**config.mk**
```make
export PLATFORM = sky130hd
export DESIGN_NAME = antares_cloz_arbiter
export DESIGN_NICKNAME = d
export VERILOG_FILES = /design/src/rtl/antares_cloz_arbiter.sv
export SDC_FILE = /design/constraint.sdc
export NUM_CORES = 1
export LEC_CHECK = 0
export BUFFER_PORTS_ARGS = -buffer_cell sky130_fd_sc_hd__buf_2
export CORE_ASPECT_RATIO = 0.9
export CORE_MARGIN = 2
export CORE_UTILIZATION = 52
export DETAILED_ROUTE_END_ITERATION = 10
export GPL_TIMING_DRIVEN = 0
export PLACE_DENSITY_LB_ADDON = 0.1
export SLEW_MARGIN = 20
export SYNTH_ARGS = -nofsm -noshare
export SYNTH_HDL_FRONTEND = slang
export SYNTH_SLANG_ARGS = --single-unit
```
**constraint.sdc**
```tcl
create_clock -name clk -period 2.9 [get_ports clk]
set_input_delay 0 -clock clk [delete_from_list [all_inputs] [get_ports clk]]
set_output_delay 0 -clock clk [all_outputs]
set_load 0.005 [all_outputs]
```
**src/rtl/antares_cloz_arbiter.sv**
```systemverilog
// Shares one leading-ones/zeros counter between NUM_REQ requesters with a single-entry result buffer.
// Define ANTARES_CLOZ_ARB_RR_EN for round-robin arbitration; otherwise the lowest valid index wins.

module antares_cloz (
  input  logic [31:0] data,
  output logic [5:0]  clz_result,
  output logic [5:0]  clo_result
);

  function automatic logic [5:0] count_lead(input logic [31:0] v, input logic ones);
    logic [5:0] n;
    logic       stop;
    n    = 6'd0;
    stop = 1'b0;
    for (int i = 31; i >= 0; i--) begin
      if (!stop && (v[i] == ones)) begin
        n = n + 6'd1;
      end else begin
        stop = 1'b1;
      end
    end
    return n;
  endfunction

  assign clz_result = count_lead(data, 1'b0);
  assign clo_result = count_lead(data, 1'b1);

endmodule

module antares_cloz_arbiter #(
  parameter int NUM_REQ = 2,
  parameter int ID_W    = 1
) (
  input  logic                  clk,
  input  logic                  rst,
  input  logic [NUM_REQ-1:0]    req_valid,
  input  logic [NUM_REQ-1:0]    req_op,
  input  logic [32*NUM_REQ-1:0] req_data,
  output logic [NUM_REQ-1:0]    req_ready,
  output logic                  rsp_valid,
  output logic [ID_W-1:0]       rsp_id,
  output logic                  rsp_op,
  output logic [5:0]            rsp_result,
  input  logic                  rsp_ready
);

  typedef enum logic {EMPTY = 1'b0, FULL = 1'b1} state_t;

  state_t             state_r;
  logic [NUM_REQ-1:0] grant_s;
  logic [ID_W-1:0]    grant_idx_s;
  logic [31:0]        sel_data_s;
  logic               sel_op_s;
  logic               can_accept_s;
  logic               accept_s;
  logic [5:0]         clz_s;
  logic [5:0]         clo_s;
  int                 base_s;

`ifdef ANTARES_CLOZ_ARB_RR_EN
  logic [ID_W-1:0] ptr_r;

  // Pointer remembers the last accepted winner; stalled grants leave it alone.
  always_ff @(posedge clk or posedge rst) begin
    if (rst) begin
      ptr_r <= ID_W'(NUM_REQ - 1);
    end else if (accept_s) begin
      ptr_r <= grant_idx_s;
    end else begin
      ptr_r <= ptr_r;
    end
  end

  assign base_s = (int'(ptr_r) + 1) % NUM_REQ;
`else
  assign base_s = 0;
`endif

  // Search from base_s upward with wrap; first valid requester wins and drives the datapath mux.
  always_comb begin
    int   idx;
    logic found;
    grant_s     = '0;
    grant_idx_s = '0;
    sel_data_s  = 32'd0;
    sel_op_s    = 1'b0;
    found       = 1'b0;
    for (int k = 0; k < NUM_REQ; k++) begin
      idx = (base_s + k) % NUM_REQ;
      if (!found && req_valid[idx]) begin
        found        = 1'b1;
        grant_s[idx] = 1'b1;
        grant_idx_s  = ID_W'(idx);
        sel_data_s   = req_data[32*idx +: 32];
        sel_op_s     = req_op[idx];
      end else begin
        found = found;
      end
    end
  end

  assign can_accept_s = (state_r == EMPTY) | rsp_ready;
  assign req_ready    = grant_s & {NUM_REQ{can_accept_s}};
  assign accept_s     = |req_ready;
  assign rsp_valid    = (state_r == FULL);

  antares_cloz u_cloz (
    .data       (sel_data_s),
    .clz_result (clz_s),
    .clo_result (clo_s)
  );

  // Result buffer FSM: a drain and refill may happen on the same edge.
  always_ff @(posedge clk or posedge rst) begin
    if (rst) begin
      state_r    <= EMPTY;
      rsp_id     <= '0;
      rsp_op     <= 1'b0;
      rsp_result <= 6'd0;
    end else begin
      case (state_r)
        EMPTY: begin
          if (accept_s) begin
            state_r    <= FULL;
            rsp_id     <= grant_idx_s;
            rsp_op     <= sel_op_s;
            rsp_result <= sel_op_s ? clo_s : clz_s;
          end else begin
            state_r <= EMPTY;
          end
        end
        FULL: begin
          if (accept_s) begin
            state_r    <= FULL;
            rsp_id     <= grant_idx_s;
            rsp_op     <= sel_op_s;
            rsp_result <= sel_op_s ? clo_s : clz_s;
          end else if (rsp_ready) begin
            state_r <= EMPTY;
          end else begin
            state_r <= FULL;
          end
        end
        default: begin
          state_r <= EMPTY;
        end
      endcase
    end
  end

endmodule

```
==> metrics.txt, run 1 <==
# TYPE chip_impl_metric gauge
chip_impl_metric{name="syn2layout_area_growth",unit="%"} 20.9
chip_impl_metric{name="timing.critical_path.arrival",unit="ns"} 14.24
chip_impl_metric{name="critical-path-max-stage-delay",unit="ns"} 0.44
chip_impl_metric{name="clock_skew",unit="ns"} 0.00142
chip_impl_metric{name="worst-slew-pin-transition",unit="ns"} 1.06
chip_impl_info{name="end_of_the_worst_register_to_register_path",value="rsp_result[0]"} 1
chip_impl_metric{name="grt-ovfl-total",unit=""} 0
chip_impl_metric{name="synth_largest_type_area_fraction",unit="%"} 9.09
chip_impl_metric{name="maxSlewHeadroom",unit="%"} 28.6
chip_impl_metric{name="coreArea",unit="mm2"} 0.0163
chip_impl_info{name="worstSetupStartpoint",value="req_valid[0]"} 1
chip_impl_metric{name="num_io_pins",unit=""} 82
chip_impl_info{name="synth_area_leaders",value="sky130_fd_sc_hd__nand2_1 (9.1%), sky130_fd_sc_hd__ha_1 (8.3%), sky130_fd_sc_hd__xnor2_1 (6.3%), sky130_fd_sc_hd__nor2_1 (6.2%), sky130_fd_sc_hd__o21ai_0 (5.7%)"} 1
chip_impl_metric{name="final_hold_viol_count",unit=""} 0
chip_impl_metric{name="p_leak",unit="nW"} 4.39
chip_impl_info{name="worst_setup_path_start_kind",value="primary input"} 1
chip_impl_metric{name="rows",unit=""} 44
chip_impl_metric{name="cts_max_path_buffers",unit=""} 2
chip_impl_info{name="beginning_of_the_worst_register_to_register_path",value="rsp_valid"} 1
chip_impl_metric{name="min_path_cells",unit=""} 3
chip_impl_metric{name="number_of_nets_in_the_layout",unit=""} 1612
chip_impl_metric{name="max-cap-violations",unit=""} 0
chip_impl_metric{name="final_min_period_over_clock_period",unit="%"} 487
chip_impl_info{name="worstSetupEndpointType",value="flip-flop"} 1
chip_impl_metric{name="layout.filler_cells",unit=""} 1487
chip_impl_info{name="yosys.area.top_type",value="sky130_fd_sc_hd__nand2_1"} 1
chip_impl_metric{name="timing.final.crit_period",unit="ns"} 14.12
chip_impl_info{name="yosys_most_used_dff",value="sky130_fd_sc_hd__dfrtp_1"} 1
chip_impl_metric{name="grtUsageTotal",unit="%"} 30.9
chip_impl_metric{name="final-setup-viol-count",unit=""} 6
chip_impl_metric{name="postPlaceCellArea",unit="mm2"} 0.00959
chip_impl_metric{name="layout.cell_area.non_filler",unit="mm2"} 0.0106
chip_impl_info{name="classification_of_the_worst_slack_hold_path",value="in2reg"} 1
chip_impl_metric{name="post_synth_inst_count",unit=""} 1330
chip_impl_metric{name="postSynthNetCount",unit=""} 1459
chip_impl_metric{name="initial_core_util",unit="%"} 53.7
chip_impl_metric{name="layout.area.seq",unit="um2"} 225
chip_impl_info{name="rsz0062_at_grt",value="yes"} 1
chip_impl_metric{name="firstDrtPassIters",unit=""} 6
chip_impl_metric{name="first_global_vias",unit=""} 9146
chip_impl_metric{name="synth.ff_latch_count",unit=""} 9
chip_impl_metric{name="crit_path_max_fanout",unit=""} 6
chip_impl_metric{name="clock_insertion_delay_worst_skew",unit="ns"} 0.24
chip_impl_metric{name="globalplace.congestion",unit=""} 0.954
chip_impl_metric{name="synth_area_per_cell",unit="um2"} 6.58
chip_impl_metric{name="postSynth.asyncResetShare",unit="%"} 100
chip_impl_metric{name="fin_worst_hold_slack",unit="ns"} 0.102
chip_impl_metric{name="floorplan.die.width",unit="um"} 141
chip_impl_metric{name="cts-htree-levels",unit=""} 1
chip_impl_metric{name="worst_ep_required_time",unit="ns"} 3.02
chip_impl_metric{name="share_of_layout_cells_above_drive_strength_1",unit="%"} 21.7
chip_impl_metric{name="cts-buffers-inserted",unit=""} 3
chip_impl_metric{name="avgViaCountPerCell",unit=""} 6.24
chip_impl_metric{name="power.density_cell_area",unit="mW/mm2"} 212
chip_impl_info{name="capturing_element_of_the_worst_setup_path",value="rsp_result[5]"} 1
chip_impl_metric{name="yosysWarnings",unit=""} 0
chip_impl_metric{name="routed_wl",unit="mm"} 29.5
chip_impl_metric{name="cell_area_synth",unit="mm2"} 0.00875
chip_impl_metric{name="port_buffers",unit=""} 81
chip_impl_metric{name="placement.setup.worst_slack",unit="ns"} -12.41
chip_impl_metric{name="detail_route.drc_violations",unit=""} 0
chip_impl_metric{name="grt_max_degree",unit=""} 11
chip_impl_metric{name="post-dp-hpwl",unit="mm"} 23.0
chip_impl_metric{name="yosysSeqAreaShare",unit="%"} 2.57
chip_impl_metric{name="initialDrtViolationCount",unit=""} 1063
chip_impl_metric{name="grt_antenna_before_repair",unit=""} 5
chip_impl_metric{name="grt_pass1_wl",unit="mm"} 46.2
chip_impl_metric{name="area_of_the_die",unit="mm2"} 0.0179
chip_impl_info{name="run_status",value="finished with violations"} 1
chip_impl_metric{name="route.detailed.wl_per_inst",unit="um"} 17.4
chip_impl_info{name="worst_path_max_delay_cell",value="sky130_fd_sc_hd__or4_4"} 1
chip_impl_info{name="mostFrequentLayoutCells",value="sky130_fd_sc_hd__nand2_1 (211), sky130_fd_sc_hd__nor2_1 (141), sky130_fd_sc_hd__buf_2 (87)"} 1
chip_impl_metric{name="worst_setup_hold_path_clk_slew",unit="ns"} 0.04
chip_impl_info{name="layout.cells.most_common",value="sky130_fd_sc_hd__nand2_1"} 1
chip_impl_metric{name="ff2ff_setup_slack",unit="ns"} 1.50
chip_impl_metric{name="finalWorstSetupSlack",unit="ns"} -11.22
chip_impl_metric{name="multi_input_comb_area",unit="mm2"} 0.00860
chip_impl_info{name="worstSetupPathType",value="in2reg"} 1
chip_impl_info{name="tritoncts_clock_tree",value="done"} 1
chip_impl_metric{name="stdcell_count",unit=""} 1695
chip_impl_metric{name="via_count",unit=""} 10584
chip_impl_info{name="clockRootBuffer",value="sky130_fd_sc_hd__clkbuf_16"} 1
chip_impl_info{name="timing.critical_path.mode_cell",value="sky130_fd_sc_hd__ha_1"} 1
chip_impl_metric{name="worst_ir_drop_vdd",unit="V"} 0.000216
chip_impl_metric{name="slew_viol_final",unit=""} 0
chip_impl_metric{name="timing.fmax",unit="GHz"} 0.0708
chip_impl_metric{name="synth_enable_flop_cells",unit=""} 0
chip_impl_metric{name="chipHeight",unit="um"} 127
chip_impl_metric{name="postRouteAntennaNets",unit=""} 0
chip_impl_metric{name="synth.lib_cells_used.distinct",unit=""} 105
chip_impl_metric{name="cts_num_sinks",unit=""} 9
chip_impl_metric{name="numPlacedInstances",unit=""} 1618
chip_impl_info{name="violations_in_the_final_reports",value="setup timing"} 1
chip_impl_metric{name="ff2ff_path_depth",unit=""} 5
==> how the worst min path moves through the flow <==
stage                          endpoint  slack, ns       from
final                         rsp_valid       0.10  rsp_ready
after global placement    rsp_result[2]      -0.01        rst
after detailed placement  rsp_result[1]      -0.02        rst
after global routing          rsp_valid       0.11  rsp_ready
after CTS                     rsp_valid       0.10  rsp_ready
after floorplan                  rsp_id      -0.17        rst
==> synth_stat cells (11+ instances only) <==
cell type	n
sky130_fd_sc_hd__nor3_1	40
sky130_fd_sc_hd__o21ai_0	99
sky130_fd_sc_hd__nand3_1	51
sky130_fd_sc_hd__a211oi_1	11
sky130_fd_sc_hd__inv_1	46
sky130_fd_sc_hd__xnor2_1	63
sky130_fd_sc_hd__nand2b_1	12
sky130_fd_sc_hd__a31oi_1	21
sky130_fd_sc_hd__nand3b_1	14
sky130_fd_sc_hd__nor2b_1	12
sky130_fd_sc_hd__nand4_1	17
sky130_fd_sc_hd__ha_1	58
sky130_fd_sc_hd__mux2i_1	29
sky130_fd_sc_hd__nor2_1	145
sky130_fd_sc_hd__a21oi_1	88
sky130_fd_sc_hd__or3_1	12
sky130_fd_sc_hd__xor2_1	29
sky130_fd_sc_hd__and3_1	22
sky130_fd_sc_hd__nand2_1	212
sky130_fd_sc_hd__a21o_1	18
sky130_fd_sc_hd__clkbuf_1	22
sky130_fd_sc_hd__and2_1	25
sky130_fd_sc_hd__o21a_1	24
sky130_fd_sc_hd__mux2_2	11
sky130_fd_sc_hd__o211ai_1	11
==> power by group <==
group	leakage (nW)	total (mW)	internal, mW	switching, mW
Combinational	4.24	1.85	0.779	1.07
Clock	0.0382	0.246	0.184	0.0620
Sequential	0.114	0.147	0.140	0.00750
==> repair_timing <==
item                                    CTS  global route
endpoints found under the hold margin     9             0
hold buffers                              1             0
pin swaps                                53            46
buffers inserted                         54            12
endpoints found under the setup margin    7             7
resized for setup                        31            59
==> registers in the layout (all words and copies together), names as in the netlist <==
signal	cells
rsp_valid	1
rsp_id	1
rsp_op	1
rsp_result	6
==> cells by family after synthesis <==
family / synth area share (%)
xor+xnor: 15.2
flops: 2.57
compound gates: 27.6
mux: 5.32
buf+inv: 4.42
fa+ha+maj: 8.52
simple gates: 36.4
==> critical path: cells and delay by family <==
kind	cells	cell delay [ns]
adders and majority gates	13	3.47
AOI/OAI and AO/OA	30	4.06
xor gates and xnor gates	3	0.66
buffers and inverters	22	2.23
muxes	5	0.89
and+or+nand+nor	18	2.89
==> per-stage QoR <==
step	TNS, ns	util, %	power [mW]
detailed placement	-62.81	58.9	1.68
CTS	-56.98	62.7	2.04
finish	-57.22	64.9	2.24
global route	-60.82	64.9	2.42
floorplan	-51.31	-	1.30
global placement	-62.05	58.9	1.66
==> final cells by class <==
| cell class | count | share of cell area [%] |
|---|---|---|
| inverters | 47 | 1.67 |
| multi-input cells | 1232 | 81.3 |
| repair buffers | 148 | 8.77 |
| clock buffers | 4 | 0.745 |
| plain buffers | 42 | 2.80 |
| flip-flops and latches | 9 | 2.13 |
| diodes | 6 | 0.142 |
| well taps | 207 | 2.45 |
==> metal layers <==
layer	wire [um]	global-route usage, %	vias to the layer above
met5	0	0	-
met4	560	5.47	0
met3	2050	3.11	59
met2	12100	44.9	430
met1	14800	49.1	4927
li1	-	-	5168
(Power assumes the default switching activity.)
==> inputs of run 2 (changes only) <==
--- a/config.mk
+++ b/config.mk
@@ -5,6 +5,7 @@
 export SDC_FILE = /design/constraint.sdc
 export NUM_CORES = 1
 export LEC_CHECK = 0
+export ABC_AREA = 1
 export BUFFER_PORTS_ARGS = -buffer_cell sky130_fd_sc_hd__buf_2
 export CORE_ASPECT_RATIO = 0.9
 export CORE_MARGIN = 2
==> constraint.sdc (replaced) <==
create_clock -name clk -period 2.9 [get_ports clk]
set_input_delay 0 -clock clk [delete_from_list [all_inputs] [get_ports clk]]
set_output_delay 0 -clock clk [all_outputs]
set_load 0.02 [all_outputs]
==> run 2 against run 1 <==
Effect of this change:
- largest cell class unchanged
- flip-flop and latch count unchanged
- first-iteration DRC count decreased by 19%
- combinational power decreased by 4%
- sequential power increased by 9%
- worst setup slack improved by 3.7 ns
- largest power group unchanged
- the flow still finishes with violations (setup timing)
- hold slack improved by 0.19 ns
- critical path type unchanged
- register-to-register slack got worse by 0.59 ns
- maximum frequency increased by 36%
==> metrics.txt, run 2 <==
# TYPE chip_impl_metric gauge
chip_impl_metric{name="synth_largest_type_area_fraction",unit="%"} 22.8
chip_impl_metric{name="grt_pass1_wl",unit="mm"} 39.0
chip_impl_metric{name="synth_xor_xnor_area_share",unit="%"} 0.424
chip_impl_metric{name="antennaDiodeCount",unit=""} 0
chip_impl_metric{name="worst_ir_drop_vdd",unit="V"} 0.000242
chip_impl_metric{name="initial_core_util",unit="%"} 53.3
chip_impl_metric{name="timing.final.crit_period",unit="ns"} 10.37
chip_impl_info{name="clockRootBuffer",value="sky130_fd_sc_hd__clkbuf_16"} 1
chip_impl_metric{name="first_global_vias",unit=""} 9091
chip_impl_metric{name="final_hold_viol_count",unit=""} 0
chip_impl_info{name="rsz0062_at_grt",value="yes"} 1
chip_impl_metric{name="switching_power",unit="mW"} 1.11
chip_impl_metric{name="route.detailed.wl_per_inst",unit="um"} 13.4
chip_impl_metric{name="stdcell_count",unit=""} 2041
chip_impl_metric{name="layout.area.seq",unit="um2"} 225
chip_impl_metric{name="routed_wl",unit="mm"} 27.3
chip_impl_info{name="worst_setup_path_start_kind",value="primary input"} 1
chip_impl_metric{name="power.density_cell_area",unit="mW/mm2"} 183
chip_impl_info{name="yosys.area.top_type",value="sky130_fd_sc_hd__nand2_1"} 1
chip_impl_metric{name="postPlaceCellArea",unit="mm2"} 0.00905
chip_impl_metric{name="finalWorstSetupSlack",unit="ns"} -7.47
chip_impl_metric{name="cts_num_sinks",unit=""} 9
chip_impl_metric{name="fin_worst_hold_slack",unit="ns"} 0.288
chip_impl_metric{name="final-setup-viol-count",unit=""} 6
chip_impl_metric{name="synth.lib_cells_used.distinct",unit=""} 46
chip_impl_metric{name="grt_max_degree",unit=""} 11
chip_impl_metric{name="coreArea",unit="mm2"} 0.0155
chip_impl_metric{name="post-dp-hpwl",unit="mm"} 16.6
chip_impl_metric{name="share_of_layout_cells_above_drive_strength_1",unit="%"} 36.1
chip_impl_metric{name="cts_max_path_buffers",unit=""} 2
chip_impl_metric{name="detail_route.drc_violations",unit=""} 0
chip_impl_metric{name="final_core_utilization",unit="%"} 76.8
chip_impl_metric{name="rows",unit=""} 43
chip_impl_info{name="layout.cells.most_common",value="sky130_fd_sc_hd__nand2_1"} 1
chip_impl_metric{name="timing.fmax",unit="GHz"} 0.0964
chip_impl_metric{name="max-cap-violations",unit=""} 0
chip_impl_metric{name="layout.filler_cells",unit=""} 1164
chip_impl_metric{name="maxSlewHeadroom",unit="%"} 33.1
chip_impl_metric{name="final_min_period_over_clock_period",unit="%"} 358
chip_impl_info{name="largest-register",value="rsp_result"} 1
chip_impl_metric{name="postRouteAntennaNets",unit=""} 0
chip_impl_info{name="worst_path_max_delay_cell",value="sky130_fd_sc_hd__ha_1"} 1
chip_impl_metric{name="synthMuxAreaShare",unit="%"} 0.121
chip_impl_info{name="beginning_of_the_worst_register_to_register_path",value="rsp_valid"} 1
chip_impl_metric{name="pwr-share-seq",unit="%"} 7.3
chip_impl_metric{name="timing.critical_path.arrival",unit="ns"} 10.53
chip_impl_metric{name="grt-ovfl-total",unit=""} 0
chip_impl_metric{name="port_buffers",unit=""} 79
chip_impl_metric{name="worst-slew-pin-transition",unit="ns"} 1.00
chip_impl_metric{name="floorplan.die.width",unit="um"} 137
chip_impl_metric{name="pwr-share-clk",unit="%"} 11.0
chip_impl_info{name="run_status",value="finished with violations"} 1
chip_impl_metric{name="syn2layout_area_growth",unit="%"} 44.0
chip_impl_metric{name="yosysWarnings",unit=""} 0
chip_impl_metric{name="cts-buffers-inserted",unit=""} 3
chip_impl_metric{name="synth_area_per_cell",unit="um2"} 5.16
chip_impl_metric{name="via_count",unit=""} 10711
chip_impl_metric{name="num_io_pins",unit=""} 82
chip_impl_metric{name="worst_setup_hold_path_clk_slew",unit="ns"} 0.04
chip_impl_metric{name="numPlacedInstances",unit=""} 1881
chip_impl_metric{name="critical-path-max-stage-delay",unit="ns"} 0.31
chip_impl_info{name="timing.critical_path.mode_cell",value="sky130_fd_sc_hd__inv_2"} 1
chip_impl_info{name="yosys_most_used_dff",value="sky130_fd_sc_hd__dfrtp_1"} 1
chip_impl_metric{name="postSynthNetCount",unit=""} 1729
chip_impl_metric{name="yosysSeqAreaShare",unit="%"} 2.73
chip_impl_metric{name="clock_insertion_delay_worst_skew",unit="ns"} 0.23
chip_impl_metric{name="post_synth_inst_count",unit=""} 1600
chip_impl_metric{name="cell_area_synth",unit="mm2"} 0.00826
chip_impl_metric{name="cts-htree-levels",unit=""} 1
chip_impl_metric{name="share_comb_of_total_power",unit="%"} 81.7
chip_impl_metric{name="total_power",unit="mW"} 2.18
chip_impl_metric{name="number_of_nets_in_the_layout",unit=""} 1969
chip_impl_info{name="tritoncts_clock_tree",value="done"} 1
chip_impl_metric{name="avgViaCountPerCell",unit=""} 5.25
chip_impl_metric{name="crit_path_max_fanout",unit=""} 7
chip_impl_metric{name="clock_skew",unit="ns"} 0.00244
chip_impl_metric{name="postSynth.asyncResetShare",unit="%"} 100
chip_impl_info{name="worstSetupPathType",value="in2reg"} 1
chip_impl_metric{name="area_of_the_die",unit="mm2"} 0.0169
chip_impl_metric{name="internal_power",unit="mW"} 1.07
chip_impl_metric{name="yosys.area_share.simple",unit="%"} 61.2
chip_impl_metric{name="p_leak",unit="nW"} 6.94
chip_impl_info{name="worstSetupEndpointType",value="flip-flop"} 1
chip_impl_metric{name="synth-compound-area-share",unit="%"} 8.09
chip_impl_metric{name="grtUsageTotal",unit="%"} 27.1
chip_impl_metric{name="globalplace.congestion",unit=""} 0.901
chip_impl_info{name="synth_commonest_cells",value="sky130_fd_sc_hd__nand2_1 (502), sky130_fd_sc_hd__inv_1 (325), sky130_fd_sc_hd__nand3_1 (202)"} 1
chip_impl_metric{name="grt_antenna_before_repair",unit=""} 0
chip_impl_metric{name="synthAdderAreaFrac",unit="%"} 8.78
chip_impl_metric{name="slew_viol_final",unit=""} 0
chip_impl_info{name="mostFrequentLayoutCells",value="sky130_fd_sc_hd__nand2_1 (417), sky130_fd_sc_hd__inv_1 (289), sky130_fd_sc_hd__nand3_1 (161)"} 1
chip_impl_info{name="largest_family_of_logic_cells_by_synthesized_area",value="simple AND/OR/NAND/NOR gates"} 1
chip_impl_metric{name="layout.cell_area.non_filler",unit="mm2"} 0.0119
chip_impl_metric{name="placement.setup.worst_slack",unit="ns"} -7.96
chip_impl_metric{name="largest_reg_flops",unit=""} 6
chip_impl_metric{name="initialDrtViolationCount",unit=""} 861
chip_impl_metric{name="multi_input_comb_area",unit="mm2"} 0.00816
chip_impl_metric{name="synth.ff_latch_count",unit=""} 9
chip_impl_info{name="worstSetupStartpoint",value="req_valid[0]"} 1
chip_impl_info{name="violations_in_the_final_reports",value="setup timing"} 1
chip_impl_info{name="classification_of_the_worst_slack_hold_path",value="in2async"} 1
chip_impl_metric{name="fin_setup_tns",unit="ns"} -40.02
chip_impl_metric{name="synth_enable_flop_cells",unit=""} 0
chip_impl_info{name="synth_area_leaders",value="sky130_fd_sc_hd__nand2_1 (23%), sky130_fd_sc_hd__inv_1 (15%), sky130_fd_sc_hd__nand3_1 (12%), sky130_fd_sc_hd__ha_1 (8.8%), sky130_fd_sc_hd__nor2_1 (8.1%)"} 1
chip_impl_metric{name="worst_ep_required_time",unit="ns"} 3.06
chip_impl_info{name="yosysMostFrequentCell",value="sky130_fd_sc_hd__nand2_1"} 1
chip_impl_metric{name="switching_share",unit="%"} 50.7
chip_impl_metric{name="firstDrtPassIters",unit=""} 8
chip_impl_metric{name="chipHeight",unit="um"} 124
-- run 2: changes by cell type after synthesis, sizes merged, moves of 22 or more --
cell    previous run  this run
a21oi             90        29
inv               46       377
xnor2             72         2
and2              26         1
xor2              36         2
clkbuf            23         1
nand3             52       208
o21a              24         1
mux2i             31         1
o21ai            106        38
nor3              48        10
nand2            213       513
nor2             149       230
-- run 2: kinds of logic after synthesis --
group           count (synthesis)
compound gates                114
flops                           9
simple gates                 1022
mux                             1
fa+ha+maj                      58
buf+inv                       392
xor+xnor                        4
-- run 2: worst paths after layout --
path | end | slack [ns] | cells past startpoint
min in group clk | rsp_result[2] | 0.42 | 5
hold reg to reg | rsp_result[0] | 0.49 | 2
setup reg to reg | rsp_result[5] | 0.91 | 8
setup / recovery | rsp_result[4] | -7.47 | 87
max in group asynchronous | rsp_result[5] | 2.36 | 3
hold / removal | rsp_id | 0.29 | 3
-- run 2: area by class of cell --
cell class | instances | area share, %
Tap cell | 202 | 2.12
Clock buffer | 4 | 0.663
Inverter | 385 | 12.7
Buffer | 7 | 0.589
Sequential cell | 9 | 1.89
Multi-Input combinational cell | 1199 | 68.6
Timing Repair Buffer | 235 | 13.4
-- run 2: power groups by stage --
| stage | Sequential, mW | Combinational [mW] | Clock (mW) |
|---|---|---|---|
| 6_report | 0.160 | 1.78 | 0.240 |
| 5_1_grt | 0.161 | 1.93 | 0.252 |
| 4_1_cts | 0.159 | 1.30 | 0.242 |
| 3_5_place_dp | 0.160 | 1.07 | 0 |
| 3_3_place_gp | 0.160 | 1.05 | 0 |
| 2_1_floorplan | 0.183 | 0.805 | 0 |
-- run 2: worst max-delay path, delay by kind of cell --
kind            cells  cell delay, ns
compound gates      9            0.78
fa+ha+maj          16            4.20
buf+inv            20            1.74
simple gates       42            3.77
-- run 2: what timing repair did --
action,CTS,global route
gates cloned,0,0
gates resized for setup,100,257
setup endpoints to repair,6,6
pin swaps,66,172
endpoints found under the hold margin,10,0
hold buffers,2,0
buffers inserted,116,42
-- run 2: per-layer routing --
layer	wire (um)	GRT usage, %	part of all wire (%)
met1	12200	39.5	45
met2	12600	44.3	46
met3	1490	1.79	5.5
met4	954	5.22	3.5
met5	0	0	0
==> inputs of run 3 (changes only) <==
--- a/config.mk
+++ b/config.mk
@@ -9,7 +9,7 @@
 export BUFFER_PORTS_ARGS = -buffer_cell sky130_fd_sc_hd__buf_2
 export CORE_ASPECT_RATIO = 0.9
 export CORE_MARGIN = 2
-export CORE_UTILIZATION = 52
+export CORE_UTILIZATION = 57
 export DETAILED_ROUTE_END_ITERATION = 10
 export GPL_TIMING_DRIVEN = 0
 export PLACE_DENSITY_LB_ADDON = 0.1
==> run 3 against run 2 <==
Effect of this change:
- the run still ends with setup timing left
- final cell count grew 0.88%
- cell area down 1.6%
- power up 5.8%
- combinational power is 6% higher
- largest power group unchanged
- highest routed layer unchanged
==> metrics.txt, run 3 (synthesis gave the netlist of run 2 again) <==
# TYPE chip_impl_metric gauge
chip_impl_metric{name="rows",unit=""} 41
chip_impl_metric{name="grt-ovfl-total",unit=""} 0
chip_impl_metric{name="port_buffers",unit=""} 79
chip_impl_metric{name="first_global_vias",unit=""} 9053
chip_impl_info{name="clockRootBuffer",value="sky130_fd_sc_hd__clkbuf_16"} 1
chip_impl_metric{name="final-setup-viol-count",unit=""} 6
chip_impl_metric{name="power.density_cell_area",unit="mW/mm2"} 197
chip_impl_info{name="worst_path_max_delay_cell",value="sky130_fd_sc_hd__ha_1"} 1
chip_impl_info{name="rsz0062_at_grt",value="yes"} 1
chip_impl_metric{name="switching_share",unit="%"} 53.3
chip_impl_metric{name="timing.fmax",unit="GHz"} 0.0911
chip_impl_metric{name="cts-htree-levels",unit=""} 1
chip_impl_metric{name="layout.filler_cells",unit=""} 837
chip_impl_metric{name="worst_ir_drop_vdd",unit="V"} 0.000192
chip_impl_metric{name="detail_route.drc_violations",unit=""} 0
chip_impl_metric{name="max-cap-violations",unit=""} 0
chip_impl_metric{name="chipHeight",unit="um"} 118
chip_impl_metric{name="pwr-share-seq",unit="%"} 7.2
chip_impl_metric{name="syn2layout_area_growth",unit="%"} 41.7
chip_impl_info{name="worstSetupPathType",value="in2reg"} 1
chip_impl_metric{name="number_of_nets_in_the_layout",unit=""} 1995
chip_impl_metric{name="clock_skew",unit="ns"} 0.00724
chip_impl_metric{name="largest_reg_flops",unit=""} 6
chip_impl_metric{name="firstDrtPassIters",unit=""} 11
chip_impl_metric{name="num_io_pins",unit=""} 82
chip_impl_metric{name="worst_ep_required_time",unit="ns"} 3.04
chip_impl_info{name="layout.cells.most_common",value="sky130_fd_sc_hd__nand2_1"} 1
chip_impl_metric{name="grt_antenna_before_repair",unit=""} 1
chip_impl_info{name="beginning_of_the_worst_register_to_register_path",value="rsp_valid"} 1
chip_impl_info{name="largest-register",value="rsp_result"} 1
chip_impl_metric{name="via_count",unit=""} 12381
chip_impl_metric{name="timing.final.crit_period",unit="ns"} 10.98
chip_impl_metric{name="fin_worst_hold_slack",unit="ns"} 0.315
chip_impl_metric{name="postRouteAntennaNets",unit=""} 0
chip_impl_metric{name="fin_setup_tns",unit="ns"} -44.63
chip_impl_metric{name="initialDrtViolationCount",unit=""} 1657
chip_impl_metric{name="grtUsageTotal",unit="%"} 29.4
chip_impl_metric{name="critical-path-max-stage-delay",unit="ns"} 0.38
chip_impl_info{name="timing.critical_path.mode_cell",value="sky130_fd_sc_hd__nand2_1"} 1
chip_impl_metric{name="post-dp-hpwl",unit="mm"} 16.4
chip_impl_metric{name="avgViaCountPerCell",unit=""} 6.01
chip_impl_info{name="run_status",value="finished with violations"} 1
chip_impl_metric{name="route.detailed.wl_per_inst",unit="um"} 17.4
chip_impl_metric{name="share_comb_of_total_power",unit="%"} 81.3
chip_impl_metric{name="crit_path_max_fanout",unit=""} 5
chip_impl_metric{name="coreArea",unit="mm2"} 0.0141
chip_impl_metric{name="cts_max_path_buffers",unit=""} 2
chip_impl_metric{name="worst-slew-pin-transition",unit="ns"} 1.05
chip_impl_metric{name="share_of_layout_cells_above_drive_strength_1",unit="%"} 32.3
chip_impl_metric{name="numPlacedInstances",unit=""} 1872
chip_impl_metric{name="finalWorstSetupSlack",unit="ns"} -8.08
chip_impl_metric{name="cts_num_sinks",unit=""} 9
chip_impl_metric{name="area_of_the_die",unit="mm2"} 0.0155
chip_impl_metric{name="ff2ff_setup_slack",unit="ns"} 0.81
chip_impl_metric{name="pwr-share-clk",unit="%"} 11.5
chip_impl_metric{name="worst_setup_hold_path_clk_slew",unit="ns"} 0.05
chip_impl_metric{name="final_hold_viol_count",unit=""} 0
chip_impl_metric{name="switching_power",unit="mW"} 1.23
chip_impl_metric{name="final_min_period_over_clock_period",unit="%"} 379
chip_impl_metric{name="slew_viol_final",unit=""} 0
chip_impl_metric{name="grt_pass1_wl",unit="mm"} 38.9
chip_impl_metric{name="total_power",unit="mW"} 2.31
chip_impl_metric{name="ff2ff_path_depth",unit=""} 8
chip_impl_info{name="tritoncts_clock_tree",value="done"} 1
chip_impl_info{name="violations_in_the_final_reports",value="setup timing"} 1
chip_impl_metric{name="floorplan.die.width",unit="um"} 131
chip_impl_metric{name="globalplace.congestion",unit=""} 0.967
chip_impl_metric{name="routed_wl",unit="mm"} 35.7
chip_impl_info{name="worst_setup_path_start_kind",value="primary input"} 1
chip_impl_metric{name="initial_core_util",unit="%"} 58.6
chip_impl_metric{name="clock_insertion_delay_worst_skew",unit="ns"} 0.25
chip_impl_info{name="worstSetupEndpointType",value="flip-flop"} 1
chip_impl_info{name="classification_of_the_worst_slack_hold_path",value="in2async"} 1
chip_impl_metric{name="p_leak",unit="nW"} 7.03
chip_impl_info{name="end_of_the_worst_register_to_register_path",value="rsp_result[5]"} 1
chip_impl_metric{name="maxSlewHeadroom",unit="%"} 29.9
chip_impl_metric{name="grt_max_degree",unit=""} 11
chip_impl_metric{name="cts-buffers-inserted",unit=""} 3
chip_impl_metric{name="stdcell_count",unit=""} 2059
chip_impl_metric{name="timing.critical_path.arrival",unit="ns"} 11.12
chip_impl_metric{name="internal_power",unit="mW"} 1.08
chip_impl_info{name="mostFrequentLayoutCells",value="sky130_fd_sc_hd__nand2_1 (455), sky130_fd_sc_hd__inv_1 (290), sky130_fd_sc_hd__nand3_1 (176)"} 1
[run 3: routing by layer]
| layer | share of wire (%) | global-route usage, % |
|---|---|---|
| met4 | 9.8 | 7.65 |
| met5 | 0 | 0 |
| met1 | 36 | 42.1 |
| met3 | 11 | 2.81 |
| met2 | 43 | 46.9 |
[run 3: repair_timing]
action                                 4_1_cts  5_1_grt
hold buffers                                 2        0
setup endpoints to repair                    6        6
cloned                                       0        0
endpoints found under the hold margin       10        0
gates resized for setup                     87      171
pin swaps                                   75      133
buffers inserted                           109       71
[run 3: critical path: cells and delay by family]
family          cells  cell delay [ns]
compound gates     15             1.96
fa+ha+maj          14             3.83
buf+inv            22             2.08
simple gates       34             3.22
[run 3: power groups by stage]
stage,combinational [mW],clock (mW),sequential (mW)
3_5_place_dp,1.07,0,0.160
3_3_place_gp,1.04,0,0.160
6_report,1.88,0.266,0.165
5_1_grt,1.99,0.268,0.164
4_1_cts,1.30,0.247,0.159
2_1_floorplan,0.805,0,0.183
[run 3: how the worst max path moves through the flow]
stage / from / endpoint / depth (start not counted) / slack, ns
after floorplan: req_valid[0] / rsp_result[4] / 87 / -6.75
after global placement: req_valid[0] / rsp_result[4] / 87 / -7.89
after detailed placement: req_valid[0] / rsp_result[4] / 88 / -7.93
after CTS: req_valid[0] / rsp_result[4] / 86 / -7.21
after global routing: req_valid[1] / rsp_result[4] / 85 / -8.54
final: req_valid[1] / rsp_result[4] / 85 / -8.08
[run 3: cell type report]
cell class | instances | area, um2 | share of cell area (%)
antenna | 1 | 2.50 | 0.0214
inverter | 385 | 1540 | 13.1
sequential | 9 | 225 | 1.92
multi-input combinational | 1199 | 7690 | 65.7
tap | 193 | 241 | 2.06
buffer | 7 | 70.1 | 0.598
clock buffer | 4 | 78.8 | 0.673
timing repair buffer | 261 | 1870 | 15.9
[run 3: stage by stage]
| stage | cell area, um2 | utilization, % | setup slack, ns |
|---|---|---|---|
| global route | 11700 | 83.0 | -8.54 |
| global placement | 9040 | 64.1 | -7.89 |
| finish | 11700 | 83.0 | -8.08 |
| CTS | 10300 | 73.3 | -7.21 |
| floorplan | 8400 | - | -6.75 |
| detailed placement | 9040 | 64.1 | -7.93 |
